### config.mk
export PLATFORM = sky130hd
export DESIGN_NAME = pairing_host_ctrl
export DESIGN_NICKNAME = d
export VERILOG_FILES = /design/src/rtl/pairing_host_ctrl.sv
export SDC_FILE = /design/constraint.sdc
export NUM_CORES = 1
export LEC_CHECK = 0
export ABC_AREA = 1
export CAP_MARGIN = 20
export CORE_AREA = 2 2 498 500
export CTS_CLUSTER_DIAMETER = 80
export DETAILED_ROUTE_END_ITERATION = 7
export DIE_AREA = 0 0 500 502
export GPL_ROUTABILITY_DRIVEN = 0
export GPL_TIMING_DRIVEN = 0
export SETUP_SLACK_MARGIN = 0.3
export SLEW_MARGIN = 20
export SYNTH_ARGS = -nofsm -noshare
export SYNTH_HDL_FRONTEND = slang
export SYNTH_SLANG_ARGS = --single-unit
### constraint.sdc
create_clock -name clk -period 17.78 [get_ports clk]
set_input_delay 1.778 -clock clk [delete_from_list [all_inputs] [get_ports clk]]
set_output_delay 1.778 -clock clk [all_outputs]
set_load 0.02 [all_outputs]
### src/rtl/pairing_host_ctrl.sv
// rtl/pairing_host_ctrl.sv - host job controller for the BN254 pairing engine load/run/readout port
// Optional feature macro: PAIRING_HOST_TIMEOUT_EN (completion timeout with engine soft reset and err flag)

module pairing_host_ctrl #(
    parameter int          DW             = 304,
    parameter int          AW             = 9,
    parameter logic [23:0] TIMEOUT_CYCLES = 24'd16777215
) (
    input  logic          clk,
    input  logic          swrst,
    input  logic          cmd_valid,
    output logic          cmd_ready,
    input  logic [3:0]    cmd_func,
    input  logic [AW-1:0] cmd_ld_base,
    input  logic [AW:0]   cmd_ld_len,
    input  logic [AW-1:0] cmd_rd_base,
    input  logic [AW:0]   cmd_rd_len,
    input  logic          in_valid,
    output logic          in_ready,
    input  logic [DW-1:0] in_data,
    output logic          out_valid,
    input  logic          out_ready,
    output logic [DW-1:0] out_data,
    output logic          out_last,
    output logic          done,
    output logic          err,
    output logic          pa_run,
    output logic          pa_swrst,
    output logic          pa_extin_en,
    output logic [3:0]    pa_n_func,
    output logic [AW-1:0] pa_extin_addr,
    output logic [AW-1:0] pa_extout_addr,
    output logic [DW-1:0] pa_extin_data,
    input  logic          pa_busy,
    input  logic          pa_endflag,
    input  logic [DW-1:0] pa_extout_data
);

    typedef enum logic [2:0] {
        S_IDLE, S_LOAD, S_START, S_WAIT_BUSY, S_WAIT_END, S_UNLOAD, S_DONE
    } state_t;

    localparam logic [AW:0] ONE = (AW+1)'(1);

    state_t        state_q, state_d;
    logic [3:0]    func_q, func_d;
    logic [AW-1:0] ld_ptr_q, ld_ptr_d;
    logic [AW:0]   ld_cnt_q, ld_cnt_d, ld_len_q, ld_len_d;
    logic [AW-1:0] rd_base_q, rd_base_d;
    logic [AW:0]   rd_len_q, rd_len_d, issued_q, issued_d, popped_q, popped_d;

    // Read pipeline tracker and 4-entry output FIFO
    logic [1:0]    infl_q;
    logic [DW-1:0] fifo_q [4];
    logic [1:0]    wr_q, rd_q;
    logic [2:0]    fcnt_q;
    logic          issue, push, pop, tmo_fire;

    logic          cmd_ready_c, in_ready_c, extin_en_c, run_c, done_c;
    logic          out_valid_c, out_last_c;
    logic [AW-1:0] extin_addr_c, extout_addr_c;
    logic [DW-1:0] extin_data_c;

`ifdef PAIRING_HOST_TIMEOUT_EN
    logic          err_q, err_d;
    logic [23:0]   tmo_q, tmo_d;
`else
    logic          unused_tmo;
    assign unused_tmo = ^TIMEOUT_CYCLES;
`endif

    assign push        = infl_q[1];
    assign out_valid_c = (fcnt_q != 3'd0);
    assign pop         = out_valid_c & out_ready;
    assign out_last_c  = out_valid_c && (popped_q == rd_len_q - ONE);

    // Next-state and output decode for the job sequence
    always_comb begin
        state_d   = state_q;
        func_d    = func_q;
        ld_ptr_d  = ld_ptr_q;
        ld_cnt_d  = ld_cnt_q;
        ld_len_d  = ld_len_q;
        rd_base_d = rd_base_q;
        rd_len_d  = rd_len_q;
        issued_d  = issued_q;
        popped_d  = pop ? popped_q + ONE : popped_q;
        cmd_ready_c   = 1'b0;
        in_ready_c    = 1'b0;
        extin_en_c    = 1'b0;
        extin_addr_c  = '0;
        extin_data_c  = '0;
        extout_addr_c = '0;
        run_c         = 1'b0;
        done_c        = 1'b0;
        issue         = 1'b0;
        tmo_fire      = 1'b0;
`ifdef PAIRING_HOST_TIMEOUT_EN
        err_d = err_q;
        tmo_d = tmo_q;
`endif
        case (state_q)
            S_IDLE: begin
                cmd_ready_c = 1'b1;
                if (cmd_valid) begin
                    func_d    = cmd_func;
                    ld_ptr_d  = cmd_ld_base;
                    ld_len_d  = cmd_ld_len;
                    ld_cnt_d  = '0;
                    rd_base_d = cmd_rd_base;
                    rd_len_d  = cmd_rd_len;
                    issued_d  = '0;
                    popped_d  = '0;
`ifdef PAIRING_HOST_TIMEOUT_EN
                    err_d = 1'b0;
`endif
                    state_d = (cmd_ld_len != '0) ? S_LOAD : S_START;
                end
            end
            S_LOAD: begin
                in_ready_c = 1'b1;
                if (in_valid) begin
                    extin_en_c   = 1'b1;
                    extin_addr_c = ld_ptr_q;
                    extin_data_c = in_data;
                    ld_ptr_d     = ld_ptr_q + AW'(1);
                    ld_cnt_d     = ld_cnt_q + ONE;
                    if (ld_cnt_q + ONE == ld_len_q) state_d = S_START;
                end
            end
            S_START: begin
                run_c   = 1'b1;
                state_d = S_WAIT_BUSY;
`ifdef PAIRING_HOST_TIMEOUT_EN
                tmo_d = '0;
`endif
            end
            // Waiting for busy first keeps a stale endflag from ending the job early
            S_WAIT_BUSY: if (pa_busy) state_d = S_WAIT_END;
            S_WAIT_END: begin
                if (pa_endflag && !pa_busy) state_d = (rd_len_q != '0) ? S_UNLOAD : S_DONE;
            end
            S_UNLOAD: begin
                extout_addr_c = rd_base_q + issued_q[AW-1:0];
                // Reserve a FIFO slot for every read in flight so backpressure never overflows it
                issue = (issued_q < rd_len_q) &&
                        (({1'b0, fcnt_q} + {3'b0, infl_q[0]} + {3'b0, infl_q[1]}) < 4'd4);
                if (issue) issued_d = issued_q + ONE;
                if (pop && out_last_c) state_d = S_DONE;
            end
            S_DONE: begin
                done_c  = 1'b1;
                state_d = S_IDLE;
            end
            default: state_d = S_IDLE;
        endcase
`ifdef PAIRING_HOST_TIMEOUT_EN
        if (state_q == S_WAIT_BUSY || state_q == S_WAIT_END) begin
            if (tmo_q + 24'd1 == TIMEOUT_CYCLES) begin
                tmo_fire = 1'b1;
                err_d    = 1'b1;
                state_d  = S_DONE;
            end else begin
                tmo_d = tmo_q + 24'd1;
            end
        end
`endif
    end

    // State, job fields and read/FIFO bookkeeping registers
    always_ff @(posedge clk) begin
        if (swrst) begin
            state_q   <= S_IDLE;
            func_q    <= '0;
            ld_ptr_q  <= '0;
            ld_cnt_q  <= '0;
            ld_len_q  <= '0;
            rd_base_q <= '0;
            rd_len_q  <= '0;
            issued_q  <= '0;
            popped_q  <= '0;
            infl_q    <= '0;
            wr_q      <= '0;
            rd_q      <= '0;
            fcnt_q    <= '0;
`ifdef PAIRING_HOST_TIMEOUT_EN
            err_q <= 1'b0;
            tmo_q <= '0;
`endif
        end else begin
            state_q   <= state_d;
            func_q    <= func_d;
            ld_ptr_q  <= ld_ptr_d;
            ld_cnt_q  <= ld_cnt_d;
            ld_len_q  <= ld_len_d;
            rd_base_q <= rd_base_d;
            rd_len_q  <= rd_len_d;
            issued_q  <= issued_d;
            popped_q  <= popped_d;
            infl_q    <= {infl_q[0], issue};
            if (push) wr_q <= wr_q + 2'd1;
            if (pop)  rd_q <= rd_q + 2'd1;
            fcnt_q    <= fcnt_q + {2'b0, push} - {2'b0, pop};
`ifdef PAIRING_HOST_TIMEOUT_EN
            err_q <= err_d;
            tmo_q <= tmo_d;
`endif
        end
    end

    // FIFO storage captures engine read data two cycles after each issued address
    always_ff @(posedge clk) begin
        if (push) fifo_q[wr_q] <= pa_extout_data;
    end

    assign cmd_ready      = cmd_ready_c & ~swrst;
    assign in_ready       = in_ready_c & ~swrst;
    assign out_valid      = out_valid_c & ~swrst;
    assign out_last       = out_last_c & ~swrst;
    assign out_data       = swrst ? '0 : fifo_q[rd_q];
    assign done           = done_c & ~swrst;
    assign pa_run         = run_c & ~swrst;
    assign pa_swrst       = swrst | tmo_fire;
    assign pa_extin_en    = extin_en_c & ~swrst;
    assign pa_n_func      = swrst ? 4'd0 : func_q;
    assign pa_extin_addr  = swrst ? '0 : extin_addr_c;
    assign pa_extin_data  = swrst ? '0 : extin_data_c;
    assign pa_extout_addr = swrst ? '0 : extout_addr_c;
`ifdef PAIRING_HOST_TIMEOUT_EN
    assign err = err_q & ~swrst;
`else
    assign err = 1'b0;
`endif

endmodule

==> run_results.csv <==
group,metric,value,unit
timing,worstMarginPinSlew,1.22,ns
synthesis,ys.flop_type,"edfxtp_1",
routing,drc,0,
routing,ant_nets,0,
clock_tree,clk_pin_slew,0.06,ns
die,die_w,500,um
finish,final_cells,9842,
die,die-height,502,um
clock_tree,cts_tree,"yes",
timing,relSlewSlack,18.1,%
min_path,worst_hold_path_type,"reg2reg",
synthesis,ys_ff_latch,1302,
power_and_ir_drop,p_leak,26.9,nW
critical_path,path_class,"in2out",
place,dpl.hpwl,212000,um
power_and_ir_drop,finalPower,8.87,mW
die,row_count,182,
routing,wl_met1,97900,um
die,core,245000,um2
timing,setup_viol,0,
place,dp.cells,9541,
power_and_ir_drop,powerDensity,116,nW/um2
grt,overflow,0,
routing,routed.top_layer,"met5",
flow_run,max_cap_viol_count,0,
timing,fin_tns_setup,0,ns
finish,nNetsFinal,7162,
synthesis,synth_cell_types,43,
grt,grt_pass1_vias,42900,
synthesis,synth_top_area_cell,"edfxtp_1",
synthesis,syn_area,54300,um2
critical_path,end_kind,"output port",
clock_tree,clkSinkCount,1302,
timing,holdWs,0.434,ns
synthesis,synth_edf_count,1216,
synthesis,yosysWarnings,0,
clock_tree,clk_latency,0.81,ns
clock_tree,cts_hold_buf,0,
routing,met2_length,133000,um
finish,syn2layout_area_growth,41.1,%
outcome,status,"complete, no violations",
clock_tree,cts_buffers,149,
critical_path,worstPathMaxFanout,10,
place,place_area,71900,um2
power_and_ir_drop,ir_drop,0.0816,mV
clock_tree,cts.root.buffer_cell,"clkbuf_16",
timing,clock_skew,0.0548,ns
critical_path,rrSetupSlack,14.63,ns
timing,layout_setup_ws,10.83,ns
place,io_buffers,1293,
timing,hold_violations,0,
routing,wl_met3,24400,um
synthesis,syn_inst,5007,
place,post-place-ws,10.89,ns
routing,routed_wl,282000,um
synthesis,synthArstFlopShare,0,%
grt,grt_pass1_wl,369000,um
timing,slew_viol_final,0,
finish,final_area,76700,um2
die,start_util,22.2,%
synthesis,netlist_top_cells_area,"edfxtp_1 67%, nor2_1 11%, o21ai_0 5.8%",
clock_tree,cts_resized,0,
clock_tree,post-cts-setup-buffer-count,0,
critical_path,worstPathArrival,5.18,ns
timing,fmax,0.144,GHz
grt,antenna_found_initial,80,
routing,vias,44700,
synthesis,synth_nets,5697,
grt,track_usage,21.5,%
routing,dr.pass1.iters,7,
synthesis,synth_seq_area_share,70.4,%
timing,fin_crit,6.95,ns
timing,period_share,39.1,%
clock_tree,clock_path_buffers,3,
synthesis,synth_top_cell_area_share,67.2,%
finish,fillers,24700,
routing,drtIter0Drc,4378,
critical_path,cp_data_required_time,16.00,ns
clock_tree,htree_num_levels,4,
die,die-area,251000,um2
die,io_pins,1296,
routing,via_per_inst,4.54,
routing,wl_per_cell,28.7,um
critical_path,startpoint_type,"input port",
grt,grt_max_degree,83,
synthesis,syn_avg_cell_area,10.9,um2
finish,layout-drive-gt1-share,5.36,%
timing,rsz0062_at_grt,"false",
finish,final_util,31.3,%
-- flip-flops by register name (all words and copies together), names as in the netlist, 4 cells and up, named ones only --
signal / count
fifo_q: 1216
func_q: 4
issued_q: 10
ld_cnt_q: 10
ld_len_q: 10
ld_ptr_q: 9
popped_q: 10
rd_base_q: 9
rd_len_q: 10
-- cells in the mapped netlist (3+ instances only) --
library cell and number:
ha_1 31, edfxtp_1 1216, nor3_1 14, nor2_1 1605
inv_2 11, inv_1 393, buf_2 62, buf_4 3
nand3_1 61, nor2_4 7, or2_2 3, nand2_1 157
clkbuf_1 203, xor2_1 13, xnor2_1 13, a211oi_1 6
nand4_1 8, o21bai_1 3, o21ai_1 20, buf_1 29
dfxtp_1 86, nor4_1 4, a21oi_1 388, nor2_2 6
nand2_2 9, o21ai_0 634
-- power breakdown --
group	total, mW	leakage [nW]	internal [mW]	switching (mW)
clock network	2.95	2.27	1.67	1.28
logic	2.47	13.0	0.822	1.65
registers	3.45	11.6	3.41	0.0390
total	8.87	26.9	5.90	2.97
-- worst paths after layout --
| kind | start | end | depth (start not counted) |
|---|---|---|---|
| hold / removal | infl_q[0]$_SDFF_PP0_ | infl_q[1]$_SDFF_PP0_ | 2 |
| hold reg to reg | infl_q[0]$_SDFF_PP0_ | infl_q[1]$_SDFF_PP0_ | 2 |
| setup / recovery | in_valid | pa_extin_data[38] | 8 |
| setup reg to reg | infl_q[1]$_SDFF_PP0_ | fifo_q[2][82]$_DFFE_PP_ | 6 |
-- placed cells by master, fill, tap and decap left out, types with 62 or more instances in the layout --
| cell | count |
|---|---|
| nor2_1 | 1604 |
| clkdlybuf4s50_1 | 1293 |
| edfxtp_1 | 1216 |
| o21ai_0 | 634 |
| inv_1 | 389 |
| a21oi_1 | 388 |
| clkbuf_1 | 215 |
| nand2_1 | 157 |
| clkbuf_16 | 153 |
| dfxtp_1 | 86 |
| buf_2 | 62 |
-- layout make-up --
| type | instances | area (um2) | share of cell area [%] |
|---|---|---|---|
| diodes | 40 | 100 | 0.131 |
| flip-flops and latches | 1302 | 38200 | 49.9 |
| well taps | 3220 | 4030 | 5.25 |
| clock inverters | 75 | 673 | 0.878 |
| multi-input cells | 3001 | 13400 | 17.4 |
| plain buffers | 298 | 1230 | 1.61 |
| repair buffers | 1314 | 13500 | 17.6 |
| clock buffers | 186 | 4000 | 5.22 |
| inverters | 406 | 1550 | 2.03 |
-- critical path, cell delays in order --
cell	delay [ns]
clkdlybuf4s50_1	0.53
nand2_2	0.13
nor2_4	0.17
inv_2	0.18
buf_2	0.35
buf_2	0.26
nor2_1	0.91
clkdlybuf4s50_1	0.79
-- cells by family (layout without fill, tap and decap cells) --
group                    count (synthesis)  count (layout)  share of synthesized area, %
AO/OA/AOI/OAI                         1056            1056                          9.79
XOR/XNOR                                27              27                         0.461
buffers and inverters                  704            2279                          5.04
adder cells (fa/ha/maj)                 33              33                         0.788
AND/OR/NAND/NOR                       1884            1884                          13.5
flip-flops                            1302            1302                          70.4
other                                    1              41                       0.00690
-- per-layer routing --
| layer | track usage [%] | vias up |
|---|---|---|
| li1 | - | 20000 |
| met1 | 22.7 | 21700 |
| met2 | 35.0 | 2357 |
| met3 | 6.78 | 625 |
| met4 | 18.4 | 62 |
| met5 | 0 | - |
Power figures use the tool's default switching activity.
